File: config.mk
export PLATFORM = sky130hd
export DESIGN_NAME = arbiter_fcfs
export DESIGN_NICKNAME = d
export VERILOG_FILES = /design/src/rtl/arbiter_fcfs.sv
export SDC_FILE = /design/constraint.sdc
export NUM_CORES = 1
export LEC_CHECK = 0
export ABC_AREA = 1
export CAP_MARGIN = 10
export CORE_MARGIN = 2
export CORE_UTILIZATION = 54
export CTS_CLUSTER_DIAMETER = 200
export DETAILED_ROUTE_END_ITERATION = 12
export PLACE_DENSITY = 0.75
export SYNTH_ARGS = -nofsm -noshare
export SYNTH_HDL_FRONTEND = slang
export SYNTH_SLANG_ARGS = --single-unit
File: constraint.sdc
create_clock -name clk -period 5.3 [get_ports clk]
set_input_delay 1.06 -clock clk [delete_from_list [all_inputs] [get_ports clk]]
set_output_delay 1.06 -clock clk [all_outputs]
set_load 0.1 [all_outputs]
File: src/rtl/arbiter_fcfs.sv
// First-come-first-served PCI arbiter for three masters with active-low REQ#/GNT#.
// Optional ARB_RR_MODE_EN adds a mode port selecting round-robin hand-over on a transaction start.
module arbiter_fcfs (
  input  logic clk,
  input  logic rst,
  input  logic reqA,
  input  logic reqB,
  input  logic reqC,
  input  logic frame,
`ifdef ARB_RR_MODE_EN
  input  logic mode,
`endif
  output logic gntA,
  output logic gntB,
  output logic gntC
);

  localparam int unsigned N  = 3;
  localparam int unsigned IW = 2;
  localparam int unsigned CW = 2;

  logic [IW-1:0] q [N];
  logic [CW-1:0] cnt;
  logic          frame_q;
  logic [2:0]    gnt_q;

  logic [IW-1:0] q_nxt [N];
  logic [CW-1:0] cnt_nxt;
  logic [2:0]    gnt_nxt;

  logic [2:0]    want;
  logic          start;
  logic [IW-1:0] head;
  logic [IW-1:0] wq [N];
  logic [CW-1:0] wc;
  logic [2:0]    inq;
  logic [IW-1:0] nxt;

  assign want = ~{reqC, reqB, reqA};

  // Next queue: start/pop, withdraw, then enqueue new requesters in A,B,C order.
  always_comb begin
    for (int i = 0; i < int'(N); i++) begin
      wq[i]    = '0;
      q_nxt[i] = '0;
    end
    wc      = cnt;
    cnt_nxt = '0;
    head    = q[0];
    inq     = '0;
    nxt     = '0;
    gnt_nxt = 3'b111;
    start   = !frame && frame_q && (cnt != '0);

    for (int i = 0; i < int'(N); i++) wq[i] = q[i];
    if (start) begin
      for (int i = 0; i < int'(N) - 1; i++) wq[i] = wq[i+1];
      wq[N-1] = '0;
      wc      = wc - CW'(1);
      if (want[head]) begin
        wq[wc] = head;
        wc     = wc + CW'(1);
      end
    end

    for (int i = 0; i < int'(N); i++) begin
      if ((CW'(i) < wc) && want[wq[i]]) begin
        q_nxt[cnt_nxt] = wq[i];
        cnt_nxt        = cnt_nxt + CW'(1);
      end
    end

    for (int i = 0; i < int'(N); i++) begin
      if (CW'(i) < cnt_nxt) inq[q_nxt[i]] = 1'b1;
    end
    for (int m = 0; m < int'(N); m++) begin
      if (want[m] && !inq[m]) begin
        q_nxt[cnt_nxt] = IW'(m);
        cnt_nxt        = cnt_nxt + CW'(1);
      end
    end

`ifdef ARB_RR_MODE_EN
    // Round robin: rebuild the order cyclically starting after the master that just started.
    if (mode && start) begin
      for (int i = 0; i < int'(N); i++) q_nxt[i] = '0;
      cnt_nxt = '0;
      nxt     = head;
      for (int k = 0; k < int'(N); k++) begin
        nxt = (nxt == IW'(2)) ? '0 : nxt + IW'(1);
        if (want[nxt]) begin
          q_nxt[cnt_nxt] = nxt;
          cnt_nxt        = cnt_nxt + CW'(1);
        end
      end
    end
`endif

    if (cnt_nxt != '0) gnt_nxt[q_nxt[0]] = 1'b0;
  end

  always_ff @(posedge clk) begin
    if (rst) begin
      for (int i = 0; i < int'(N); i++) q[i] <= '0;
      cnt     <= '0;
      frame_q <= 1'b1;
      gnt_q   <= 3'b111;
    end else begin
      for (int i = 0; i < int'(N); i++) q[i] <= q_nxt[i];
      cnt     <= cnt_nxt;
      frame_q <= frame;
      gnt_q   <= gnt_nxt;
    end
  end

  assign gntA = gnt_q[0];
  assign gntB = gnt_q[1];
  assign gntC = gnt_q[2];

endmodule

Yosys cells after proc, flatten, opt, wreduce, memory -nomap -nowiden
Memory sizes are Yosys's and may differ from the RTL's.
Cells that the tools add are included.
{ "classes": {"add_sub_neg": 7, "n_lt_le_gt_ge": 30, "muxes": 56, "bitwise": 22, "n_reduce_logical": 25} }
{ "op_table": {"columns": ["cell", "count"], "rows": [
  ["6-bit two-way mux", 7],
  ["2-bit two-way mux", 17],
  ["2-bit demux with 2-bit select", 6],
  ["2-bit by 3-bit < comparator with 1-bit output (second input constant)", 8],
  ["6-bit bitwise mux", 3],
  ["3-bit >= comparator (second input constant)", 6],
  ["1-bit logical AND", 18],
  ["3-bit by 1-bit < comparator with 1-bit output (second input constant)", 6],
  ["2-bit NOT with 3-bit output", 6],
  ["2-bit by 1-bit adder with 2-bit output (second input constant)", 6],
  ["1-bit two-way mux", 12],
  ["3-bit NOT", 4],
  ["3-bit bitwise OR", 4],
  ["3-bit two-way mux", 3],
  ["1-bit binary-select mux with 2-bit select", 4],
  ["1-bit demux with 2-bit select", 4],
  ["2-bit by 1-bit >= comparator with 1-bit output (second input constant)", 4],
  ["1-bit by 2-bit < comparator with 1-bit output (first input constant)", 4],
  ["3-bit AND", 2],
  ["6-bit AND", 1],
  ["6-bit NOT", 1],
  ["1-bit logical NOT", 4],
  ["2-bit < comparator (first input constant)", 2],
  ["2-bit nonzero test", 2],
  ["other kinds (4)", 6]
]} }
{ "totals": {"register_bits": 6, "ramBits": 6, "inputBits": 6, "out_inout_bits": 3, "word_cells": 144, "n_memories": 1} }
{ "mem_list": {"columns": ["name", "depth", "word_bits", "rd", "rd_ports_with_merged_regs", "write_ports", "line_no", "rtl"], "rows": [
  ["q", 3, 2, 3, 0, 3, "22", "logic [IW-1:0] q [N];"]
]} }

Logic depth before layout (Yosys ltp)
{ "depth": {"ltp_word": 49, "mapped_depth": 36, "mapped_depth_nobuf": 36} }

Worst setup path after synthesis
OpenSTA, ideal clock, no wires.
{ "synth_path": {"path_type": "input -> register", "start": "input frame", "end": "register gnt_q[0]", "setup_time_ns": 0.117, "t_arrival_ns": 4.891, "t_required_ns": 5.183, "slack_ns": 0.292, "stages": 31, "n_path_buf": 0, "cell_sequence": "nor2_1 > nand2_1 > or2_2 > nand3_2 > nand2_1 > nand2_1 > nand3_2 > nand2_4 > inv_2 > ha_1 > inv_1 > nor2_4 > inv_1 > nand2_1 > inv_1 > ha_1 > a31oi_2 > nand3_4 > o21ai_2 > inv_1 > ha_1 > or2_1 > nand2_1 > inv_1 > ha_1 > nand2_1 > nand2_1 > inv_1 > nand2_2 > nand2_2 > nand2_1"} }
{ "synth_via": {"elab_chain_len": 44, "elab_cells_between_ends": 112, "classes_between": "add/sub (5); order compare (24); mux (43); bitwise (17); reduce/logical (23)"} }
{ "synth_rtl": {"columns": ["item", "line_no", "rtl"], "rows": [
  ["from (decl)", "9", "input logic frame,"],
  ["1-bit logical NOT *", "53", "start = !frame && frame_q && (cnt != '0);"],
  ["1-bit logical AND * (2 in a row)", "53", null],
  ["6-bit two-way mux", "56", "if (start) begin"],
  ["1-bit binary-select mux with 2-bit select", "67", "if ((CW'(i) < wc) && want[wq[i]]) begin"],
  ["1-bit two-way mux (not written as such)", "67", null],
  ["1-bit logical AND", "67", null],
  ["1-bit two-way mux", "67", null],
  ["2-bit by 1-bit adder with 2-bit output / 2-bit NOT with 3-bit output (equally long branches)", "69, 68", null],
  ["[27 not listed]", null, null],
  ["3-bit NOT (no source line) / 6-bit two-way mux (equally long branches)", null, null],
  ["3-bit AND (no source line) / 3-bit bitwise OR (equally long branches)", null, null],
  ["6-bit two-way mux", "77", "if (want[m] && !inq[m]) begin"],
  ["2-bit by 3-bit < comparator with 1-bit output (not written as such) / 2-bit by 1-bit >= comparator with 1-bit output (equally long branches)", "99", "if (cnt_nxt != '0) gnt_nxt[q_nxt[0]] = 1'b0;"],
  ["1-bit logical AND (not written as such)", "99", null],
  ["1-bit two-way mux (not written as such)", "99", null],
  ["1-bit demux with 2-bit select", "99", null],
  ["3-bit NOT (no source line)", null, null],
  ["to (signal assigned)", "112", "gnt_q <= gnt_nxt;"],
  ["to (decl)", "25", "logic [2:0] gnt_q;"]
]} }
Every way passes the cells marked *; elsewhere a longest branch is shown, timed or not. The select of a mux whose other input is x is not followed.
A chain may end at the register's enable or synchronous reset.

Worst setup path in the final report
{ "layout_path": {"start": "input reqB", "end": "register gnt_q[0]"} }
{ "layout_via": {"elab_chain_len": 45, "elab_cells_between_ends": 114, "classes_between": "add/sub (5); order compare (24); mux (47); bitwise (18); reduce/logical (20)"} }
{ "layout_rtl": {"columns": ["item", "line_no", "rtl"], "rows": [
  ["from (decl)", "7", "input logic reqB,"],
  ["3-bit NOT *", "39", "assign want = ~{reqC, reqB, reqA};"],
  ["1-bit binary-select mux with 2-bit select", "60", "if (want[head]) begin"],
  ["1-bit two-way mux (not written as such)", "60", null],
  ["6-bit two-way mux", "60", null],
  ["6-bit two-way mux", "56", null],
  ["1-bit binary-select mux with 2-bit select", "67", null],
  ["1-bit two-way mux (not written as such)", "67", null],
  ["1-bit logical AND", "67", null],
  ["[29 not listed]", null, null],
  ["3-bit NOT (no source line) / 6-bit two-way mux (equally long branches)", null, null],
  ["3-bit AND (no source line) / 3-bit bitwise OR (equally long branches)", null, null],
  ["6-bit two-way mux", "77", null],
  ["2-bit by 3-bit < comparator with 1-bit output (not written as such) / 2-bit by 1-bit >= comparator with 1-bit output (equally long branches)", "99", null],
  ["1-bit logical AND (not written as such)", "99", null],
  ["1-bit two-way mux (not written as such)", "99", null],
  ["1-bit demux with 2-bit select", "99", null],
  ["3-bit NOT (no source line)", null, null]
]} }
Marks and branches as above.

==> impl_metrics.toml <==
[global_routing]
grt_first_pass_wirelength_mm = 6.22
grt_pass1_vias = 1489
grt_max_degree = 10
grt_usage_pct = 22.0
grt_antenna_before_repair = 0
overflow = 0

[clocking]
cts_hold_buffers = 0
cts_tree = "done"
clk_latency_ns = 0.26
cts_root_buf = "clkbuf_4"
cts_buffer_depth = 2
htreeDepth = 1
cts_sinks = 12
cts.clk_slew.worst_paths_ns = 0.07
cts_buffers = 3

[synth]
synth_async_sr_flop_share_pct = 0
yosysTopAreaCell = "dfxtp_1"
yosysUniqueCellTypes = 31
synth_nets = 272
ys_ff_latch = 12
synth-compound-area-share_pct = 10.8
synthAdderAreaFrac_pct = 12.1
syn_area_sq_um = 1650
synth_edf_count = 0
synth_top_family_by_area = "simple AND/OR/NAND/NOR gates"
synthMuxAreaShare_pct = 0
yosysWarnings = 0
syn_avg_cell_area_sq_um = 6.60
yosysSeqAreaShare_pct = 14.6
synth_ff_type = "dfxtp_1"
netlist.area_leader.share_pct = 14.6
synth.area.top_cells = "dfxtp_1 15%, nand2_1 13%, ha_1 12%, inv_1 8.0%, nand3_1 7.9%"
synthesis.instances = 250
synth-xor-area-share_pct = 0
synth-simple-area-share_pct = 51.6

[power_and_ir_drop]
power_density_nw_per_um2 = 701
ir_worst_vdd_uv = 547
pwr-share-comb_pct = 86.8
seq_power_share_pct = 9.8
power.share.clock_pct = 3.4
p_leak_nw = 1.08
power_switching_w = 0.000793
p_total_w = 0.00148
swShare_pct = 53.4
power.internal_w = 0.000691

[timing]
maxSlewViolCount = 0
worst_pin_slew_ns = 0.964
fin_skew_ns = 0.00683
setup_viol = 0
min_period_ns = 5.00
whs_ns = 0.945
finalCritPeriodShare_pct = 94.4
hold_viol_final = 0
relSlewSlack_pct = 35.5
max_freq_mhz = 200
timing.final.ws_setup_ns = 0.299
setup_tns_ns = 0

[critical_path]
worst_path_most_repeated_cell = "nand2_1"
slowest_stage = "clkdlybuf4s50_1"
crit_path_max_incr_delay_ns = 0.51
cp.required_ns = 5.45
critical_path.max_fanout = 8
startpoint = "reqB"
arrival_ns = 5.16
critPathKind = "primary input to flop"
worstSetupStartpointType = "primary input"
endpoint_kind = "flop"
r2r_cells = 33
r2r_start = "cnt[0]"

[cells_and_area]
drive_gt1_share_pct = 38.2
diodes = 0
area_growth_pct = 28.3
nFillCells = 261
final_cell_mix = "54 x nand2_1, 32 x buf_4, 31 x inv_1, 25 x nand3_1, 20 x nand2_2"
layout.cells.most_common = "nand2_1"
num-nets-final = 317

[route]
drt_wl_total_mm = 3.73
ant_nets = 0
vias = 1693
first_pass_iters = 4
drc = 0
viasPerCell = 5.19
wl_per_cell_microns = 11.4
drt-initial-drc-count = 75

[hold_path]
whs_path_depth = 6
min_path_type = "flop to flop"
hp-start = "q[0][4]"

[floorplan]
io-pin-count = 9
placement_rows = 20
core_area_sq_um = 2980
start_util_pct = 55.4
die_w_microns = 59.3
die_y_microns = 59.3
die-area_sq_um = 3510

[placement]
dp_hpwl_mm = 3.13
place_ws_ns = -0.104
io_buffers = 8
globalplace.congestion = 0.846

[job]
maxCapViolCount = 0

[status]
status = "finished, final reports clean"
registers in the layout (all words and copies together) (netlist names):
register  flops
q             6
gnt_q         3
frame_q       1
cnt           2
power by group through the flow:
| stage | Combinational, W | Sequential, W | Clock [W] |
|---|---|---|---|
| final | 0.00129 | 0.000145 | 0.0000510 |
| after global routing | 0.00145 | 0.000148 | 0.0000565 |
| after global placement | 0.00117 | 0.000143 | 0 |
| after CTS | 0.00120 | 0.000141 | 0.0000514 |
| after detailed placement | 0.00119 | 0.000143 | 0 |
| after floorplan | 0.000778 | 0.000179 | 0 |
what timing repair did:
item / 4_1_cts / 5_1_grt
endpoints found under the hold margin: 0 / 0
endpoints found under the setup margin: 0 / 8
setup buffers: 0 / 5
gates resized for setup: 0 / 22
synthesized netlist by cell type, types with 2 or more instances:
cell     number
nand2_1      59
inv_1        35
nand3_1      26
nor2_1       17
ha_1         16
nand2_2      15
dfxtp_1      12
nand3_2      11
inv_2         9
a21oi_1       7
nor2_4        5
nand2_4       4
nand4_1       4
nand3_4       3
nor2_2        3
o21ai_0       3
o21ai_1       3
a21oi_2       2
o21ai_2       2
o21ai_4       2
or2_2         2
cells by family (layout without fill, tap and decap cells):
group,count (synthesis),after routing
flip-flops,12,12
buffers and inverters,46,89
AND/OR/NAND/NOR,152,152
AO/OA/AOI/OAI,24,24
adder cells (fa/ha/maj),16,16
worst max-delay path, delay by kind of cell:
kind	cells	cell delay, ns
adders and majority gates	4	0.99
AOI/OAI and AO/OA	2	0.39
buffers and inverters	8	0.90
and+or+nand+nor	20	1.81
routing by layer:
| layer | share of wire (%) | vias up | GRT usage [%] | routed length (microns) |
|---|---|---|---|---|
| met4 | 0.97 | 0 | 3.25 | 36 |
| met1 | 46 | 774 | 29.4 | 1700 |
| met3 | 2.4 | 4 | 1.53 | 89 |
| met2 | 51 | 30 | 39.4 | 1900 |
| met5 | 0 | - | 0 | 0 |
| li1 | - | 885 | - | - |
worst paths after layout:
kind | endpoint | slack [ns]
max | gnt_q[0] | 0.30
min | q[0][4] | 0.95
max reg2reg | gnt_q[0] | 0.74
min reg2reg | q[0][4] | 0.95
final cells by class:
class | instances | area (sq um) | area share [%]
Tap cell | 33 | 41.3 | 1.95
Clock buffer | 3 | 22.5 | 1.06
Timing Repair Buffer | 40 | 320 | 15.1
Multi-Input combinational cell | 192 | 1310 | 61.9
Inverter | 46 | 181 | 8.57
Sequential cell | 12 | 240 | 11.4
stage by stage:
| stage | utilization (%) | cells | cell area, sq um |
|---|---|---|---|
| finish | 71.1 | 326 | 2120 |
| global route | 71.1 | 326 | 2120 |
| CTS | 67.0 | 321 | 2000 |
| detailed placement | 66.3 | 318 | 1970 |
| global placement | 66.3 | 318 | 1970 |
| floorplan | - | 250 | 1650 |
Power figures use the tool's default switching activity.
==> variant, RTL diff (config.mk and constraints unchanged) <==
Add a define of `ARB_RR_MODE_EN`.
--- a/src/rtl/arbiter_fcfs.sv
+++ b/src/rtl/arbiter_fcfs.sv
@@ -1,4 +1,6 @@
 // First-come-first-served PCI arbiter for three masters with active-low REQ#/GNT#.
 // Optional ARB_RR_MODE_EN adds a mode port selecting round-robin hand-over on a transaction start.
+`define ARB_RR_MODE_EN
+
 module arbiter_fcfs (
   input  logic clk,
Interface: changed (added mode); port bits go from 9 to 10. The function was not compared with the original's and may differ.
==> variant against the unedited design <==
- fmax increased by 1.1%
- cell area rose by 8.2%
- highest routed layer unchanged
- power increased by 4.4%
- die area rose by 16%
- largest cell class unchanged
- critical endpoint is now gnt_q[2]
- clock skew up 0.00059 ns
- non-clock buffer count decreased by 13
- sequential cell count is the same
- wire length grew 20%
- worst setup slack better by 0.054 ns
- synthesized cell count is 23% higher
- area after synthesis grew 17%
==> variant: results (changes against the unedited design) <==
| Metric | Value |
|---|---|
| IO buf count | 9 (+1) |
| Iter 0 DRT Violations | 152 (+100%) |
| CP startpoint | reqC |
| Status | finished, final reports clean |
| Leakage | 1.23 nW (+14%) |
| RD Place Congestion | 0.875 (+3.3%) |
| DR vias | 1983 (+17%) |
| Post-Synth Adder-Cell Area | 12.9% (+0.80 points) |
| Top post-synthesis cells by area | nand2_1 (17%), ha_1 (13%), dfxtp_1 (12%), nand3_1 (8.8%), inv_1 (8.5%) |
| Final setup skew | 0.00742 ns (+0.000590 ns) |
| Seq/Total Area, Yosys | 12.4% (-2.1 points) |
| First-pass GRT wire length | 7690 um (+24%) |
| Fin nets | 364 (+15%) |
| Gr usage total | 23.2% (+1.1 points) |
| Root Buffer | clkbuf_4 |
| # fillers | 330 (+26%) |
| HP Start | q[0][1] |
| Share of cells above drive strength 1 | 26.2% (-12 points) |
| Placed Area | 2190 um2 (+11%) |
| Slew margin rel. | 34.7% (-0.79 points) |
| Pin count of the biggest net entering global routing | 11 (+1) |
| Mux contribution to synthesized area | 0% (unchanged) |
| Commonest cells in the netlist | nand2_1 (87), inv_1 (44), nand3_1 (34) |
| Mapped Nets | 334 (+23%) |
| Vias in the first global route | 1782 (+20%) |
| Xor-xnor portion of the synthesized cell area | 0.906% (+0.91 points) |
| Synth unique cells | 35 (+13%) |
| Worst-case vdd ir drop | 0.475 mV (-13%) |
| Clk_lat worst skew | 0.28 ns (+0.02 ns) |
| Routed WL | 4460 um (+20%) |
| Critical path arrival | 5.12 ns (-0.04 ns) |
| Biggest regs | q (6), gnt_q (3), cnt (2) |
| CP max FO | 6 (-2) |
| Synth Area in Compound Gates | 11.9% (+1.1 points) |
| Detail Placement HPWL | 3670 um (+17%) |
| DRT Pass-1 Iters | 4 (unchanged) |
| Cell family with the largest share of critical-path delay | simple AND/OR/NAND/NOR gates |
-- variant: tightest hold or removal path: stages, from the launching register on --
cell and delay (ns):
dfxtp_1 0.43, a31oi_1 0.23, a211oi_1 0.05
-- variant: routing by layer --
| layer | global-route usage [%] | up-vias | share of wire, % |
|---|---|---|---|
| met3 | 2.11 | 5 | 3.3 |
| li1 | - | 1043 | - |
| met4 | 5.16 | 0 | 0.85 |
| met5 | 0 | - | 0 |
| met2 | 39.3 | 41 | 49 |
| met1 | 31.6 | 894 | 47 |
-- variant: worst paths after layout --
path / end / slack (ns) / cells after the start
worst min register to register: q[0][5] / 0.75 / 2
worst max-delay path: gnt_q[2] / 0.35 / 32
worst max register to register: gnt_q[2] / 0.81 / 32
worst min-delay path: q[0][5] / 0.75 / 2
-- variant: what timing repair did --
item | in CTS | in global routing
resized for setup | 0 | 13
endpoints found under the setup margin | 0 | 5
setup buffers | 0 | 1
endpoints found under the hold margin | 0 | 0
-- variant: power breakdown --
group          total [mW]  internal, mW  switching [mW]  leakage (nW)
Combinational        1.32         0.509           0.813          1.11
Sequential          0.153         0.122          0.0309        0.0988
Clock              0.0738        0.0418          0.0320        0.0210
-- variant: through the flow --
step / utilization (%) / std cells / setup WS (ns) / TNS (ns)
4_1_cts: 65.6 / 381 / 0.169 / 0
3_3_place_gp: 64.5 / 377 / 0.0305 / 0
5_1_grt: 67.5 / 382 / -0.00678 / -0.0114
3_5_place_dp: 64.5 / 377 / -0.110 / -0.318
2_1_floorplan: - / 307 / 0.362 / 0
6_report: 67.5 / 382 / 0.353 / 0
-- variant: layout make-up --
| class | count | area share, % |
|---|---|---|
| clock buffer | 4 | 1.59 |
| inverter | 53 | 9.84 |
| multi-input combinational | 240 | 65.6 |
| sequential | 12 | 10.5 |
| tap | 46 | 2.52 |
| timing repair buffer | 27 | 9.95 |
